File: config.mk
export PLATFORM = sky130hd
export DESIGN_NAME = pwm_rgb_level_decoder
export DESIGN_NICKNAME = d
export VERILOG_FILES = /design/src/rtl/pwm_rgb_level_decoder.sv
export SDC_FILE = /design/constraint.sdc
export NUM_CORES = 1
export LEC_CHECK = 0
export ABC_AREA = 1
export BUFFER_PORTS_ARGS = -buffer_cell sky130_fd_sc_hd__buf_2
export CORE_UTILIZATION = 29
export DETAILED_ROUTE_END_ITERATION = 8
export PLACE_DENSITY = 0.59
export SLEW_MARGIN = 20
export SYNTH_ARGS = -nofsm -noshare
export SYNTH_HDL_FRONTEND = slang
export SYNTH_SLANG_ARGS = --single-unit
File: constraint.sdc
create_clock -name CLK -period 2 [get_ports CLK]
set_input_delay 0.4 -clock CLK [delete_from_list [all_inputs] [get_ports CLK]]
set_output_delay 0.4 -clock CLK [all_outputs]
set_load 0.02 [all_outputs]
File: src/rtl/pwm_rgb_level_decoder.sv
// Recovers 2-bit intensity codes from three PWM LED buses by windowed high-time counting.
// Optional `PWM_DEC_STABLE_EN: outputs update only after two consecutive matching windows.
module pwm_rgb_level_decoder #(
  parameter int PERIOD = 100,
  parameter int CW     = 7,
  parameter int TH1    = 17,
  parameter int TH2    = 50,
  parameter int TH3    = 84
) (
  input  logic       CLK,
  input  logic       RESETN,
  input  logic       EN,
  input  logic [3:0] R_PWM,
  input  logic [3:0] G_PWM,
  input  logic [3:0] B_PWM,
  input  logic       CLR_ERR,
  output logic [1:0] R_OUT,
  output logic [1:0] G_OUT,
  output logic [1:0] B_OUT,
  output logic       VALID,
  output logic       CHG,
  output logic       ERR
);

  logic [2:0][3:0]    s_q, s_d;
  logic [CW-1:0]      wcnt_q, wcnt_d;
  logic [2:0][CW-1:0] hcnt_q, hcnt_d;
  logic [2:0][1:0]    out_q, out_d;
  logic               valid_q, valid_d;
  logic               chg_q, chg_d;
  logic               err_q, err_d;
`ifdef PWM_DEC_STABLE_EN
  logic [2:0][1:0]    prv_q, prv_d;
`endif

  logic [2:0]         hi;
  logic               bad;
  logic               wend;
  logic [2:0][CW-1:0] tot;
  logic [2:0][1:0]    code;

  function automatic logic [1:0] lvl(input logic [CW-1:0] t);
    logic [1:0] c;
    if (t < CW'(TH1))      c = 2'b00;
    else if (t < CW'(TH2)) c = 2'b01;
    else if (t < CW'(TH3)) c = 2'b10;
    else                   c = 2'b11;
    return c;
  endfunction

  // Sample, count high time per window and decode codes at window end
  always_comb begin
    s_d    = {B_PWM, G_PWM, R_PWM};
    hi     = '0;
    bad    = 1'b0;
    tot    = '0;
    code   = '0;
    hcnt_d = '0;
    out_d  = out_q;
`ifdef PWM_DEC_STABLE_EN
    prv_d  = prv_q;
`endif
    wend   = EN && (wcnt_q == CW'(PERIOD - 1));
    wcnt_d = '0;
    if (EN && !wend) wcnt_d = wcnt_q + 1'b1;
    for (int i = 0; i < 3; i++) begin
      hi[i]   = (s_q[i] == 4'hF);
      bad     = bad | ((s_q[i] != 4'hF) && (s_q[i] != 4'h0));
      tot[i]  = hcnt_q[i] + CW'(hi[i]);
      code[i] = lvl(tot[i]);
      if (EN && !wend) hcnt_d[i] = tot[i];
      if (wend) begin
`ifdef PWM_DEC_STABLE_EN
        if (code[i] == prv_q[i]) out_d[i] = code[i];
        prv_d[i] = code[i];
`else
        out_d[i] = code[i];
`endif
      end
    end
    valid_d = wend;
    chg_d   = wend && (out_d != out_q);
    err_d   = bad ? 1'b1 : (CLR_ERR ? 1'b0 : err_q);
  end

  // State registers, cleared asynchronously by RESETN high
  always_ff @(posedge CLK or posedge RESETN) begin
    if (RESETN) begin
      s_q     <= '0;
      wcnt_q  <= '0;
      hcnt_q  <= '0;
      out_q   <= '0;
      valid_q <= 1'b0;
      chg_q   <= 1'b0;
      err_q   <= 1'b0;
`ifdef PWM_DEC_STABLE_EN
      prv_q   <= '0;
`endif
    end else begin
      s_q     <= s_d;
      wcnt_q  <= wcnt_d;
      hcnt_q  <= hcnt_d;
      out_q   <= out_d;
      valid_q <= valid_d;
      chg_q   <= chg_d;
      err_q   <= err_d;
`ifdef PWM_DEC_STABLE_EN
      prv_q   <= prv_d;
`endif
    end
  end

  assign R_OUT = out_q[0];
  assign G_OUT = out_q[1];
  assign B_OUT = out_q[2];
  assign VALID = valid_q;
  assign CHG   = chg_q;
  assign ERR   = err_q;

endmodule

# Yosys cells after proc, flatten, opt, wreduce, memory -nomap -nowiden
# Cells that the tools add are included.
# totals
register_bits	49
elab_cells	65
input_bits	16
# classes
add_sub_neg	4
mux	18
order_cmp	9
bitwise	2
n_eq_ne	8
reduce_logical	11
# ops
op	count
7-bit two-way mux	4
7-bit by 1-bit adder with 7-bit output	3
7-bit by 5-bit less-than comparator with 1-bit output, second input constant	3
7-bit by 6-bit less-than comparator with 1-bit output, second input constant	3
7-bit less-than comparator, second input constant	3
2-bit two-way mux	9
4-bit equality test, second input constant	3
4-bit inequality test, second input constant	3
4-bit nonzero test	3
7-bit by 1-bit adder with 7-bit output, second input constant	1
7-bit equality test, second input constant	1
1-bit logical AND	6
6-bit inequality test	1
1-bit two-way mux	5
1-bit OR	2
2-bit nonzero test	1
1-bit logical NOT	1

# Longest topological paths before layout
# Gate-level depths: netlist (run 1).
# logic_depth
ltp_word	9
depth_mapped	17
depth_no_buf	17

# Worst setup path before layout (run 1)
# No wires, ideal clock.
# synth_timing
path_type	reg-to-reg
from	register s_q[11] (netlist bit)
to	register chg_q, in the netlist CHG
stages_incl_launch_ff	16
required_ns	1.873
arrival_ns	1.932
setup_slack_ns	-0.059
setup_ns	0.127
path_cell_list	dfrtp_1 inv_1 nor3_1 ha_1 ha_1 nand4_1 inv_1 nand2_2 xor2_2 nand2_2 nand2_2 nand2_2 nand3_2 nand2_1 nor2_1 nand3_1
# synth_between
elab_chain_len	9
word_cells_on_any_way	11
classes_between	1 x add/sub; 3 x order compare; 2 x eq/ne; 4 x mux; 1 x reduce/logical
# synth_lines
element	line_no	source
start: declaration	25	logic [2:0][3:0] s_q, s_d;
start signal: assignment	89	s_q <= '0;
start signal: assignment	100	s_q <= s_d;
4-bit equality test (*)	67	hi[i] = (s_q[i] == 4'hF);
7-bit by 1-bit adder with 7-bit output (*)	69	tot[i] = hcnt_q[i] + CW'(hi[i]);
7-bit less-than comparator	46	else if (t < CW'(TH3)) c = 2'b10;
1-bit two-way mux	46	
2-bit two-way mux	45	else if (t < CW'(TH2)) c = 2'b01;
2-bit two-way mux (*)	44	if (t < CW'(TH1)) c = 2'b00;
2-bit two-way mux (*)	72	if (wend) begin
6-bit inequality test (*)	82	chg_d = wend && (out_d != out_q);
1-bit logical AND (*)	82	
net chg_d	30	logic chg_q, chg_d;
end signal: assignment	105	chg_q <= chg_d;
end: declaration	30	
# Mark *: on every way through the listed nets, which the timed path passes. The rest lies on a longest branch.
# A chain may end at the register's enable or synchronous reset.

# Final worst setup path (run 1)
# Same ends and word-level chain as after synthesis.

==> results of run 1 <==
==> worst max-delay path by stage <==
| stage | from | endpoint | slack (ns) | cells past startpoint |
|---|---|---|---|---|
| after detailed placement | s_q[11] | CHG | -0.23 | 15 |
| after global placement | s_q[11] | CHG | -0.19 | 15 |
| final | s_q[11] | CHG | -0.18 | 15 |
| after global routing | s_q[10] | CHG | -0.29 | 15 |
| after CTS | s_q[8] | CHG | -0.17 | 15 |
| after floorplan | s_q[11] | CHG | 0.001 | 15 |
==> state kept, by name, indices dropped and copies added, names as in the netlist <==
register	flops
wcnt_q	7
ERR	1
hcnt_q	21
R_OUT	2
s_q	12
B_OUT	2
VALID	1
G_OUT	2
CHG	1
==> synthesized netlist by cell type, types with 2 or more instances <==
library cell | instances | area (um2)
nor2_1 | 40 | 150
ha_1 | 7 | 87.6
o21ai_0 | 2 | 10.0
nand4_1 | 7 | 43.8
buf_2 | 2 | 10.0
nand3_1 | 28 | 140
inv_1 | 47 | 176
a21oi_1 | 11 | 55.1
dfrtp_1 | 49 | 1230
nand2_2 | 10 | 62.6
o21ai_1 | 4 | 20.0
nor3_1 | 4 | 20.0
nor2_2 | 3 | 18.8
buf_4 | 2 | 15.0
nand3_2 | 2 | 20.0
nand2_1 | 78 | 293
nor4_1 | 2 | 12.5
==> cell type report <==
| cell class | count | area share |
|---|---|---|
| Clock inverter | 3 | 0.0134 |
| Inverter | 49 | 0.0561 |
| Tap cell | 105 | 0.0401 |
| Multi-Input combinational cell | 211 | 0.387 |
| Sequential cell | 49 | 0.374 |
| Clock buffer | 5 | 0.0210 |
| Timing Repair Buffer | 51 | 0.108 |
==> per-stage QoR <==
| step | setup WS (ns) | cell area, um2 | total power (uW) | hold slack (ns) |
|---|---|---|---|---|
| after floorplan | 0.00104 | 2500 | 1080 | 0.431 |
| after global placement | -0.195 | 2890 | 1120 | 0.446 |
| after detailed placement | -0.228 | 2890 | 1130 | 0.454 |
| after CTS | -0.174 | 3050 | 1860 | 0.123 |
| after global routing | -0.292 | 3280 | 1920 | 0.118 |
| final | -0.177 | 3280 | 1830 | 0.114 |
==> power groups by stage <==
stage	clock [uW]	sequential, uW	combinational [uW]
floorplan	0	1040	45.7
global placement	0	1040	86.1
detailed placement	0	1040	87.5
CTS	750	1020	88.6
global route	794	1020	104
finish	720	1020	90.1
==> metal layers <==
| metal | share of wire | wire (um) | track usage |
|---|---|---|---|
| met1 | 0.42 | 2180 | 0.139 |
| met2 | 0.53 | 2710 | 0.225 |
| met3 | 0.024 | 123 | 0.0266 |
| met4 | 0.025 | 129 | 0.0543 |
| met5 | 0 | 0 | 0 |
==> repair_timing <==
item,4_1_cts,5_1_grt
endpoints found under the setup margin,4,9
pin swaps,3,33
resized for setup,9,46
setup buffers,2,7
==> placed cells by master, fill, tap and decap left out, types with 2 or more instances in the layout <==
master and count:
buf_2 24, buf_12 2, buf_6 2, nand3_2 7, nor2_2 9, nand2_1 62
buf_4 23, o21ai_1 3, xor2_4 2, ha_2 3, inv_2 5, nand2_2 25
nand3_4 2, ha_4 3, dfrtp_1 49, a21oi_1 8, nand3_1 21, nor3_1 3
a21oi_2 3, o21ai_2 3, nand4_1 7, nor2_1 34, clkbuf_8 5, nor4_1 2
inv_1 44
==> worst reg2reg max path, delay by kind of cell, from the launching register on <==
| family | cells | cell delay (ns) |
|---|---|---|
| adder cells (fa/ha/maj) | 2 | 0.38 |
| buffers and inverters | 2 | 0.20 |
| AND/OR/NAND/NOR | 10 | 0.99 |
| flip-flops | 1 | 0.33 |
| XOR/XNOR | 1 | 0.18 |
==> logic make-up (layout without fill, tap and decap cells) <==
family,Yosys count,count (layout)
AOI/OAI and AO/OA,21,21
xor gates and xnor gates,3,3
adders and majority gates,7,7
buffers and inverters,53,108
DFF,49,49
and+or+nand+nor,180,180
==> key figures, run 1 <==
STA
  – Worst setup margin: -0.177 ns
  – Tmin final: 2.18 ns
  – Max Clock Freq: 459 MHz
  – Setup TNS: -0.256 ns
  – Count of final hold-check violations: 0
  – Slew @ Worst Pin: 0.302 ns
  – Endpoints failing setup: 3
  – Fin. max-slew vios: 0
  – RSZ-0062 raised after global routing: yes
  – Post-route clock period utilization: 1.09
  – Setup Skew: 0.00534 ns
  – Max_slew headroom: 0.797

Pwr
  – PD cells: 558 mW/mm2
  – NetSw: 409 uW
  – Internal Power: 1420 uW
  – Reg power frac: 0.557
  – Share of total power in the clock network: 0.393
  – Max IR drop VDD: 285 uV
  – Sw frac: 0.224
  – Lkg Pwr: 0.00160 uW
  – Combinational fraction of design power: 0.049

Global route
  – Initial antenna violation count: 0
  – Vias in the first global route: 2,049
  – First-pass GRT wire length: 8590 um
  – Largest net degree at the start of global routing: 50
  – Congestion Overflow GR: 0
  – GR Util All Layers: 0.124

Cells and area
  – Core Util, Final: 0.397
  – Layout cells sized above 1: 0.345
  – Antenna Cells: 0
  – Finished Layout Cells: 473
  – Multi-input logic area: 0.00127 mm2
  – Layout area overhead: 31.7%
  – Reg area: 0.00123 mm2
  – Layout Nets: 390
  – Fillers: 842

Hold path
  – Worst Hold Class: input port to async pin

Worst setup path
  – CP max stage cell: dfrtp_1
  – WS Path Type: flop to flop
  – Crit path DAT: 2.37 ns
  – Critical path capture point type: flop
  – Cell mode on critical path: nand2_2
  – CP max stage delay: 0.33 ns
  – CP max FO: 4
  – RR Endpoint: CHG
  – Number of buffers and inverters on the critical path: 2
  – R2r startpoint: s_q[11]
  – Delay-heaviest family, CP: simple AND/OR/NAND/NOR gates
  – Register-to-register setup slack: -0.18 ns
  – Reg2Reg Depth: 15
  – Startpoint types: flop
  – Req. time, crit path: 2.20 ns
  – Crit-path cells: inv_1, nor3_4, ha_2, ha_4, nand4_1, inv_1, nand2_2, xor2_4, nand2_2, nand2_2, nand2_2, nand3_2, nand2_2, nor2_2, nand3_1

Run status
  – Violated checks: negative setup slack
  – Outcome: complete, but fails checks

Detailed routing
  – Starting DRC count in detailed routing: 111
  – DRT Pass-1 Iters: 5
  – Post-route DRC: 0
  – Final Routed Wirelength: 5140 um
  – Detail Route Antenna Nets: 0
  – Vias after detailed routing: 2,154
  – Vias per cell: 4.55
  – Mean routed wirelength per cell: 10.9 um

Clock network
  – CTS tree: built
  – Num CTS Buffers: 5
  – Clk sinks: 49
  – Clock Pin Slew Worst Setup and Hold Paths: 0.09 ns
  – Clock buffer depth: 2
  – Hold-fix buffers, CTS: 0
  – Root Driver: clkbuf_8
  – H-tree levels: 2
  – Clk_lat worst skew: 0.31 ns

Floorplan
  – Placement row count: 33
  – Die width: 94.6 um
  – Die area: 0.00896 mm2
  – Initial core utilization: 0.301
  – Core Area: 0.00826 mm2
  – I/O pins: 25
  – Die H: 94.6 um

Placed design
  – DP Cell Count: 457
  – Buffers added on ports: 24
  – Placer's final routability congestion estimate: 0.855
  – Detailed placement HPWL: 3540 um

Yosys
  – Synth Area in Compound Gates: 0.0488
  – Sequential share of the synthesized area: 0.493
  – Yosys cell types: 32
  – #FFs+latches synth: 49
  – Average size of a mapped cell: 7.95 um2
  – Synth Flop Type: dfrtp_1
  – XOR/XNOR Fraction of Synth Area: 0.0136
  – Mapped Area: 0.00249 mm2
  – Yosys Warn Count: 0
  – Simple-gate share of the synthesized area: 0.326
  – Syn_nets: 336
  – Multiplexer share of the synthesized area: 0
  – EDFF count, synth: 0
  – Post-synthesis cell count: 313
  – Post-synth ARST share: 1.00
  – Largest family of logic cells by synthesized area: simple AND/OR/NAND/NOR gates
  – Post-Synth Adder-Cell Area: 0.0352

Flow run
  – Max_cap viols: 0
Power figures use the tool's default switching activity.
==> run 2: changes to the inputs <==
- REMOVE_ABC_BUFFERS: not set -> 1
- SETUP_SLACK_MARGIN: not set -> 0.2
==> run 2 against run 1 <==
  * The flow still finishes with violations (negative setup slack)
  * Fmax rose by 5.3%
  * Combinational power rose by 9.9%
  * Setup slack improved by 0.11 ns
  * Critical endpoint unchanged
  * Largest cell class unchanged
  * Hold slack improved by 0.0013 ns
  * Clock power fell by 21%
  * Sequential share of layout area fell by 0.53 points
  * Sequential cell count did not move
  * Count of clock-buffer cells in the layout rose by 2
  * Critical path depth did not move
==> key figures, run 2 (synthesis results as in run 1) <==
Cells and area
  – Layout Nets: 399 (+2.3%)
  – Commonest non-fill, non-tap cells in the layout: 58 x nand2_1, 49 x dfrtp_1, 43 x inv_1
  – Largest register FFs: 21 (unchanged)
  – Largest registers: hcnt_q (21), s_q (12), wcnt_q (7)
  – Biggest register: hcnt_q
  – Layout cells sized above 1: 0.358 (+0.0130)
  – Finished Layout Cells: 482 (+1.9%)
  – Most common cell after layout, fill and taps aside: nand2_1
  – Layout area overhead: 33.6%
  – Antenna Cells: 0 (unchanged)
  – Fillers: 836 (-0.71%)

STA
  – Setup TNS: -0.0669 ns (+0.189 ns)
  – Post-route clock period utilization: 1.03 (-0.0552)
  – Worst-case hold slack: 0.115 ns (+0.00132 ns)
  – Max_slew headroom: 0.669 (-0.128)
  – Tmin final: 2.07 ns (-0.110 ns)
  – Count of final hold-check violations: 0 (unchanged)
  – Max Clock Freq: 484 MHz (+5.3%)
  – Worst setup margin: -0.0669 ns (+0.110 ns)
  – RSZ-0062 raised after global routing: yes
  – Slew @ Worst Pin: 0.496 ns (+0.194 ns)
  – Fin. max-slew vios: 0 (unchanged)
  – Setup Skew: 0.00997 ns (+0.00463 ns)
  – Endpoints failing setup: 1 (-2)

Clock network
  – Hold-fix buffers, CTS: 0 (unchanged)
  – Clk sinks: 49 (unchanged)
  – Clk_lat worst skew: 0.30 ns (about the same)
  – Clock Pin Slew Worst Setup and Hold Paths: 0.08 ns (about the same)
  – Num CTS Buffers: 5 (unchanged)
  – H-tree levels: 2 (unchanged)
  – Root Driver: clkbuf_8
  – Clock buffer depth: 2 (unchanged)
  – CTS tree: built

Run status
  – Outcome: complete, but fails checks
  – Violated checks: negative setup slack

Pwr
  – Combinational fraction of design power: 0.058 (+0.009)
  – PD cells: 509 mW/mm2 (-8.8%)
  – Lkg Pwr: 0.00160 uW (+0.43%)
  – Reg power frac: 0.604 (+0.047)
  – Share of total power in the clock network: 0.338 (-0.055)
  – Internal Power: 1300 uW (-8.5%)
  – Sw frac: 0.232 (+0.00867)
  – Total power: 1690 uW (-7.5%)
  – Max IR drop VDD: 282 uV (-1.2%)
  – NetSw: 393 uW (-3.9%)

Floorplan
  – Placement row count: 33 (unchanged)
  – Die width: 94.6 um (unchanged)
  – Core Area: 0.00826 mm2 (unchanged)
  – Die H: 94.6 um (unchanged)
  – I/O pins: 25 (unchanged)
  – Die area: 0.00896 mm2 (unchanged)
  – Initial core utilization: 0.301 (unchanged)

Worst setup path
  – CP max stage delay: 0.35 ns (+0.02 ns)
  – Register-to-register setup slack: -0.07 ns (+0.11 ns)
  – CP max FO: 4 (unchanged)
  – RR Endpoint: CHG
  – CP max stage cell: dfrtp_1
  – Cell mode on critical path: nand2_2
  – Critical path capture point type: flop
  – R2r startpoint: s_q[11]
  – Reg2Reg Depth: 15 (unchanged)
  – Startpoint types: flop
  – WS Path Type: flop to flop
  – Crit path DAT: 2.25 ns (-0.12 ns)
  – Crit-path cells: inv_2, nor3_4, ha_4, ha_4, nand4_1, inv_1, nand2_2, xor2_2, nand2_2, nand2_2, nand2_2, nand3_2, nand2_1, nor2_1, nand3_1
  – Req. time, crit path: 2.18 ns (-0.02 ns)

Placed design
  – Buffers added on ports: 24 (unchanged)
  – Detailed placement HPWL: 3620 um (+2.2%)
  – Placer's final routability congestion estimate: 0.792 (-7.3%)
  – Place WS: -0.250 ns (-0.0223 ns)
  – DP Cell Count: 459 (+0.44%)

Detailed routing
  – Vias after detailed routing: 2,172 (+0.84%)
  – Starting DRC count in detailed routing: 44 (-60%)
  – DRT Pass-1 Iters: 4 (-1)
  – Detail Route Antenna Nets: 0 (unchanged)
  – Mean routed wirelength per cell: 10.7 um (-1.2%)
  – Final Routed Wirelength: 5170 um (+0.64%)
  – Post-route DRC: 0 (unchanged)
  – Vias per cell: 4.51 (-1.0%)

Hold path
  – Worst Hold Class: input port to async pin

Flow run
  – Max_cap viols: 0 (unchanged)

Global route
  – Largest net degree at the start of global routing: 28 (-44%)
  – Congestion Overflow GR: 0 (unchanged)
  – Vias in the first global route: 2,129 (+3.9%)
  – First-pass GRT wire length: 8850 um (+3.0%)
  – Initial antenna violation count: 0 (unchanged)
  – GR Util All Layers: 0.127 (+0.00239)
run 2: metrics by stage:
| stage | utilization | area [um2] |
|---|---|---|
| 3_3_place_gp | 0.351 | 2900 |
| 5_1_grt | 0.403 | 3330 |
| 6_report | 0.403 | 3330 |
| 3_5_place_dp | 0.351 | 2900 |
| 2_1_floorplan | - | 2460 |
| 4_1_cts | 0.374 | 3090 |
run 2: final cells by class:
type / count / area [um2] / area share
Clock buffer: 7 / 76.3 / 0.0229
Clock inverter: 1 / 7.51 / 0.00226
Sequential cell: 49 / 1230 / 0.369
Timing Repair Buffer: 60 / 427 / 0.128
Tap cell: 105 / 131 / 0.0395
Inverter: 49 / 184 / 0.0553
Multi-Input combinational cell: 211 / 1270 / 0.383
run 2: how the worst max path moves through the flow:
stage                 start  end  slack, ns  cells past startpoint
floorplan           s_q[11]  CHG      -0.06                     15
global placement    s_q[11]  CHG      -0.21                     15
detailed placement  s_q[11]  CHG      -0.25                     15
CTS                  s_q[9]  CHG      -0.13                     15
global route         s_q[8]  CHG      -0.24                     15
finish              s_q[11]  CHG      -0.07                     15
run 2: critical path, delay by kind of cell, from the launching register on:
family | cells | cell delay, ns
buf+inv | 2 | 0.15
simple gates | 10 | 0.94
flops | 1 | 0.35
fa+ha+maj | 2 | 0.32
xor+xnor | 1 | 0.19
run 2: power groups by stage:
| stage | Combinational [uW] | Clock, uW | Sequential (uW) |
|---|---|---|---|
| finish | 99.0 | 571 | 1020 |
| global route | 114 | 635 | 1030 |
| CTS | 87.1 | 596 | 1020 |
| detailed placement | 84.3 | 0 | 1040 |
| global placement | 83.3 | 0 | 1040 |
| floorplan | 43.3 | 0 | 1040 |
run 2: per-layer routing:
| metal | up-vias | track usage | part of all wire |
|---|---|---|---|
| met3 | 7 | 0.0282 | 0.027 |
| met5 | - | 0 | 0 |
| met1 | 1029 | 0.138 | 0.43 |
| met4 | 0 | 0.0505 | 0.013 |
| li1 | 1111 | - | - |
| met2 | 25 | 0.236 | 0.53 |
run 2: timing repair:
item / 4_1_cts / 5_1_grt
setup endpoints to repair: 9 / 10
cloned: 0 / 0
gates resized for setup: 22 / 40
buffers inserted: 3 / 12
pin swaps: 11 / 25
==> run 3: changes to the inputs <==
- ABC_AREA: 1 -> 0
- PLACE_DENSITY: 0.59 -> 0.58
- SLEW_MARGIN: 20 -> 10
==> run 3 against run 2 <==
  * The run still ends with negative setup slack left
  * Total power increased by 3.6%
  * Via count increased by 3.8%
  * Wire length up 16%
  * Critical path depth fell by 5
  * Die area up 6.5%
  * Clock power up 11%
  * First-iteration DRC count grew 82%
  * Combinational power shrank 0.7%
  * Sequential power barely moved
  * Sequential share of layout area down 3.5 points
  * Sequential cell count unchanged
  * Global-route usage up 0.70 points
  * Critical endpoint unchanged
==> key figures, run 3 <==
Yosys
  – Largest family of logic cells by synthesized area: simple AND/OR/NAND/NOR gates
  – XOR/XNOR Fraction of Synth Area: 0.0759 (+0.0623)
  – Post-synthesis cell count: 275 (-12%)
  – Multiplexer share of the synthesized area: 0 (unchanged)
  – Most common cell in the netlist: dfrtp_1
  – Post-synth top area share: 0.462 (-0.0307)
  – Post-Synth Adder-Cell Area: 0.0330 (-0.00219)
  – Synth Flop Type: dfrtp_1
  – Post-synth ARST share: 1.00 (unchanged)
  – Mapped Area: 0.00265 mm2 (+6.6%)
  – Yosys Warn Count: 0 (unchanged)
  – EDFF count, synth: 0 (unchanged)
  – Yosys top cell by area: dfrtp_1
  – Average size of a mapped cell: 9.65 um2 (+21%)
  – Synth Area in Compound Gates: 0.161 (+0.112)
  – Sequential share of the synthesized area: 0.462 (-0.0307)
  – Synth area leaders: dfrtp_1 46%, nor2_1 4.7%, xnor2_1 4.3%
  – Yosys cell types: 62 (+94%)
  – Simple-gate share of the synthesized area: 0.231 (-0.0952)
  – List of most frequent post-synthesis cells: 49 x dfrtp_1, 33 x nor2_1, 21 x nand2_1
  – #FFs+latches synth: 49 (unchanged)

Cells and area
  – Largest registers: hcnt_q (21), s_q (12), wcnt_q (7)
  – Commonest non-fill, non-tap cells in the layout: 49 x dfrtp_1, 48 x buf_4, 30 x nor2_1
  – Antenna Cells: 0 (unchanged)
  – Layout cells sized above 1: 0.403 (+0.0448)
  – Most common cell after layout, fill and taps aside: dfrtp_1
  – Layout Nets: 372 (-6.8%)
  – Biggest register: hcnt_q
  – Largest register FFs: 21 (unchanged)
  – Fillers: 850 (+1.7%)
  – Layout area overhead: 38.5%

STA
  – Slew @ Worst Pin: 0.417 ns (-0.0791 ns)
  – Fin. max-slew vios: 0 (unchanged)
  – Setup Skew: 0.0116 ns (+0.00158 ns)
  – RSZ-0062 raised after global routing: yes
  – Setup TNS: -0.783 ns (-0.716 ns)
  – Tmin final: 2.43 ns (+0.364 ns)
  – Post-route clock period utilization: 1.22 (+0.182)
  – Endpoints failing setup: 4 (+3)
  – Max_slew headroom: 0.722 (+0.0528)
  – Max Clock Freq: 411 MHz (-15%)
  – Worst setup margin: -0.431 ns (-0.364 ns)
  – Count of final hold-check violations: 0 (unchanged)

Clock network
  – Root Driver: clkbuf_8
  – Clk_lat worst skew: 0.30 ns (about the same)
  – Clock buffer depth: 2 (unchanged)
  – H-tree levels: 2 (unchanged)
  – Clock Pin Slew Worst Setup and Hold Paths: 0.09 ns (about the same)
  – Clk sinks: 49 (unchanged)
  – Num CTS Buffers: 5 (unchanged)
  – CTS tree: built

Worst setup path
  – Delay-heaviest family, CP: simple AND/OR/NAND/NOR gates
  – Critical path capture point type: flop
  – Reg2Reg Depth: 10 (-5)
  – Startpoint types: flop
  – CP max FO: 5 (+1)
  – WS Path Type: flop to flop
  – Crit-path cells: and4_4, ha_4, ha_4, or4_4, a21oi_2, o32a_1, nor3_2, o21ai_1, nor4b_2, a31oi_1
  – Req. time, crit path: 2.17 ns (about the same)
  – Crit path DAT: 2.61 ns (+0.36 ns)
  – CP max stage delay: 0.48 ns (+0.13 ns)
  – Levels on crit path: 10 (-5)
  – Number of buffers and inverters on the critical path: 0 (-2)
  – CP max stage cell: or4_4
  – Cell mode on critical path: ha_4

Global route
  – Congestion Overflow GR: 0 (unchanged)
  – Largest net degree at the start of global routing: 33 (+18%)
  – Global routing usage on met3: 0.0237 (-0.00444)
  – Global Route met1 Usage: 0.180 (+0.0416)
  – M2 GR Usage: 0.226 (-0.00921)
  – Vias in the first global route: 2,296 (+7.8%)
  – First-pass GRT wire length: 10,400 um (+18%)
  – GR peak layer: met2
  – GR Util All Layers: 0.134 (+0.00695)
  – Initial antenna violation count: 0 (unchanged)

Detailed routing
  – Detail Route Antenna Nets: 0 (unchanged)
  – Vias per cell: 4.92 (+9.2%)
  – Vias after detailed routing: 2,254 (+3.8%)
  – Post-route DRC: 0 (unchanged)
  – Starting DRC count in detailed routing: 80 (+82%)
  – DRT Pass-1 Iters: 4 (unchanged)
  – Final Routed Wirelength: 6000 um (+16%)
  – Mean routed wirelength per cell: 13.1 um (+22%)

Placed design
  – Place WS: -0.620 ns (-0.370 ns)
  – Detailed placement HPWL: 4280 um (+18%)
  – Placer's final routability congestion estimate: 0.820 (+3.5%)
  – Buffers added on ports: 24 (unchanged)

Run status
  – Outcome: complete, but fails checks
  – Violated checks: negative setup slack

Pwr
  – Share of total power in the clock network: 0.361 (+0.023)
  – PD cells: 477 mW/mm2 (-6.3%)
  – Lkg Pwr: 0.00166 uW (+3.3%)
  – Reg power frac: 0.583 (-0.021)
  – Internal Power: 1340 uW (+3.3%)
  – Sw frac: 0.234 (+0.00202)
  – Max IR drop VDD: 229 uV (-19%)
  – NetSw: 411 uW (+4.5%)
  – Combinational fraction of design power: 0.056 (-0.002)

Floorplan
  – Core Area: 0.00881 mm2 (+6.6%)
  – Initial core utilization: 0.301 (about the same)
  – Die width: 97.7 um (+3.2%)
  – Die H: 97.7 um (+3.2%)
  – Die area: 0.00954 mm2 (+6.5%)
  – I/O pins: 25 (unchanged)
  – Placement row count: 34 (+3.0%)

Flow run
  – Max_cap viols: 0 (unchanged)

Hold path
  – Worst Hold Class: input port to async pin
[run 3: final cells by class]
cell class / count / area [um2] / area share
multi-input combinational: 204 / 1580 / 0.430
timing repair buffer: 83 / 613 / 0.167
clock buffer: 6 / 82.6 / 0.0225
sequential: 49 / 1230 / 0.334
inverter: 6 / 22.5 / 0.00613
clock inverter: 2 / 16.3 / 0.00442
tap: 108 / 135 / 0.0368
[run 3: cell families (layout without fill, tap and decap cells)]
logic type	count (synthesis)	in the layout
AND/OR/NAND/NOR	115	115
AO/OA/AOI/OAI	59	59
flip-flops	49	49
XOR/XNOR	23	23
buffers and inverters	22	97
adder cells (fa/ha/maj)	7	7
[run 3: power groups by stage]
stage	registers (uW)	logic, uW	clock network [uW]
finish	1020	98.3	632
global route	1030	112	697
CTS	1020	93.0	665
global placement	1040	85.5	0
floorplan	1040	42.1	0
detailed placement	1040	87.2	0
[run 3: per-stage QoR]
stage	hold slack [ns]	power (uW)	std cells	cell area [um2]	util
after detailed placement	0.420	1130	440	3210	0.365
after global routing	0.102	1840	458	3680	0.417
after CTS	0.0844	1780	454	3510	0.399
final	0.0805	1750	458	3680	0.417
after floorplan	0.425	1080	259	2580	-
after global placement	0.416	1120	440	3210	0.365
[run 3: routing by layer]
layer  vias to the layer above  share of wire
met5                         -              0
met4                         0         0.0025
met1                      1100           0.48
met2                        25           0.50
li1                       1127              -
met3                         2          0.027
[run 3: worst reg2reg max path, stage by stage (launching register included)]
cell and delay (ns):
dfrtp_1 0.39, and4_4 0.20, ha_4 0.17, ha_4 0.25, or4_4 0.48, a21oi_2 0.16
o32a_1 0.24, nor3_2 0.05, o21ai_1 0.06, nor4b_2 0.19, a31oi_1 0.10
[run 3: worst paths after layout]
path | start | to | slack, ns
min in group CLK | G_PWM[1] | s_q[5] | 0.20
worst max register to register | s_q[10] | CHG | -0.43
worst min-delay path | RESETN | VALID | 0.08
worst max-delay path | s_q[10] | CHG | -0.43
worst min register to register | wcnt_q[0] | wcnt_q[0] | 0.47
max in group asynchronous | RESETN | hcnt_q[20] | 1.41
[run 3: repair_timing]
item	CTS	global route
hold buffers	0	0
resized for setup	38	30
pin swaps	32	15
buffers inserted	6	4
setup endpoints to repair	9	9
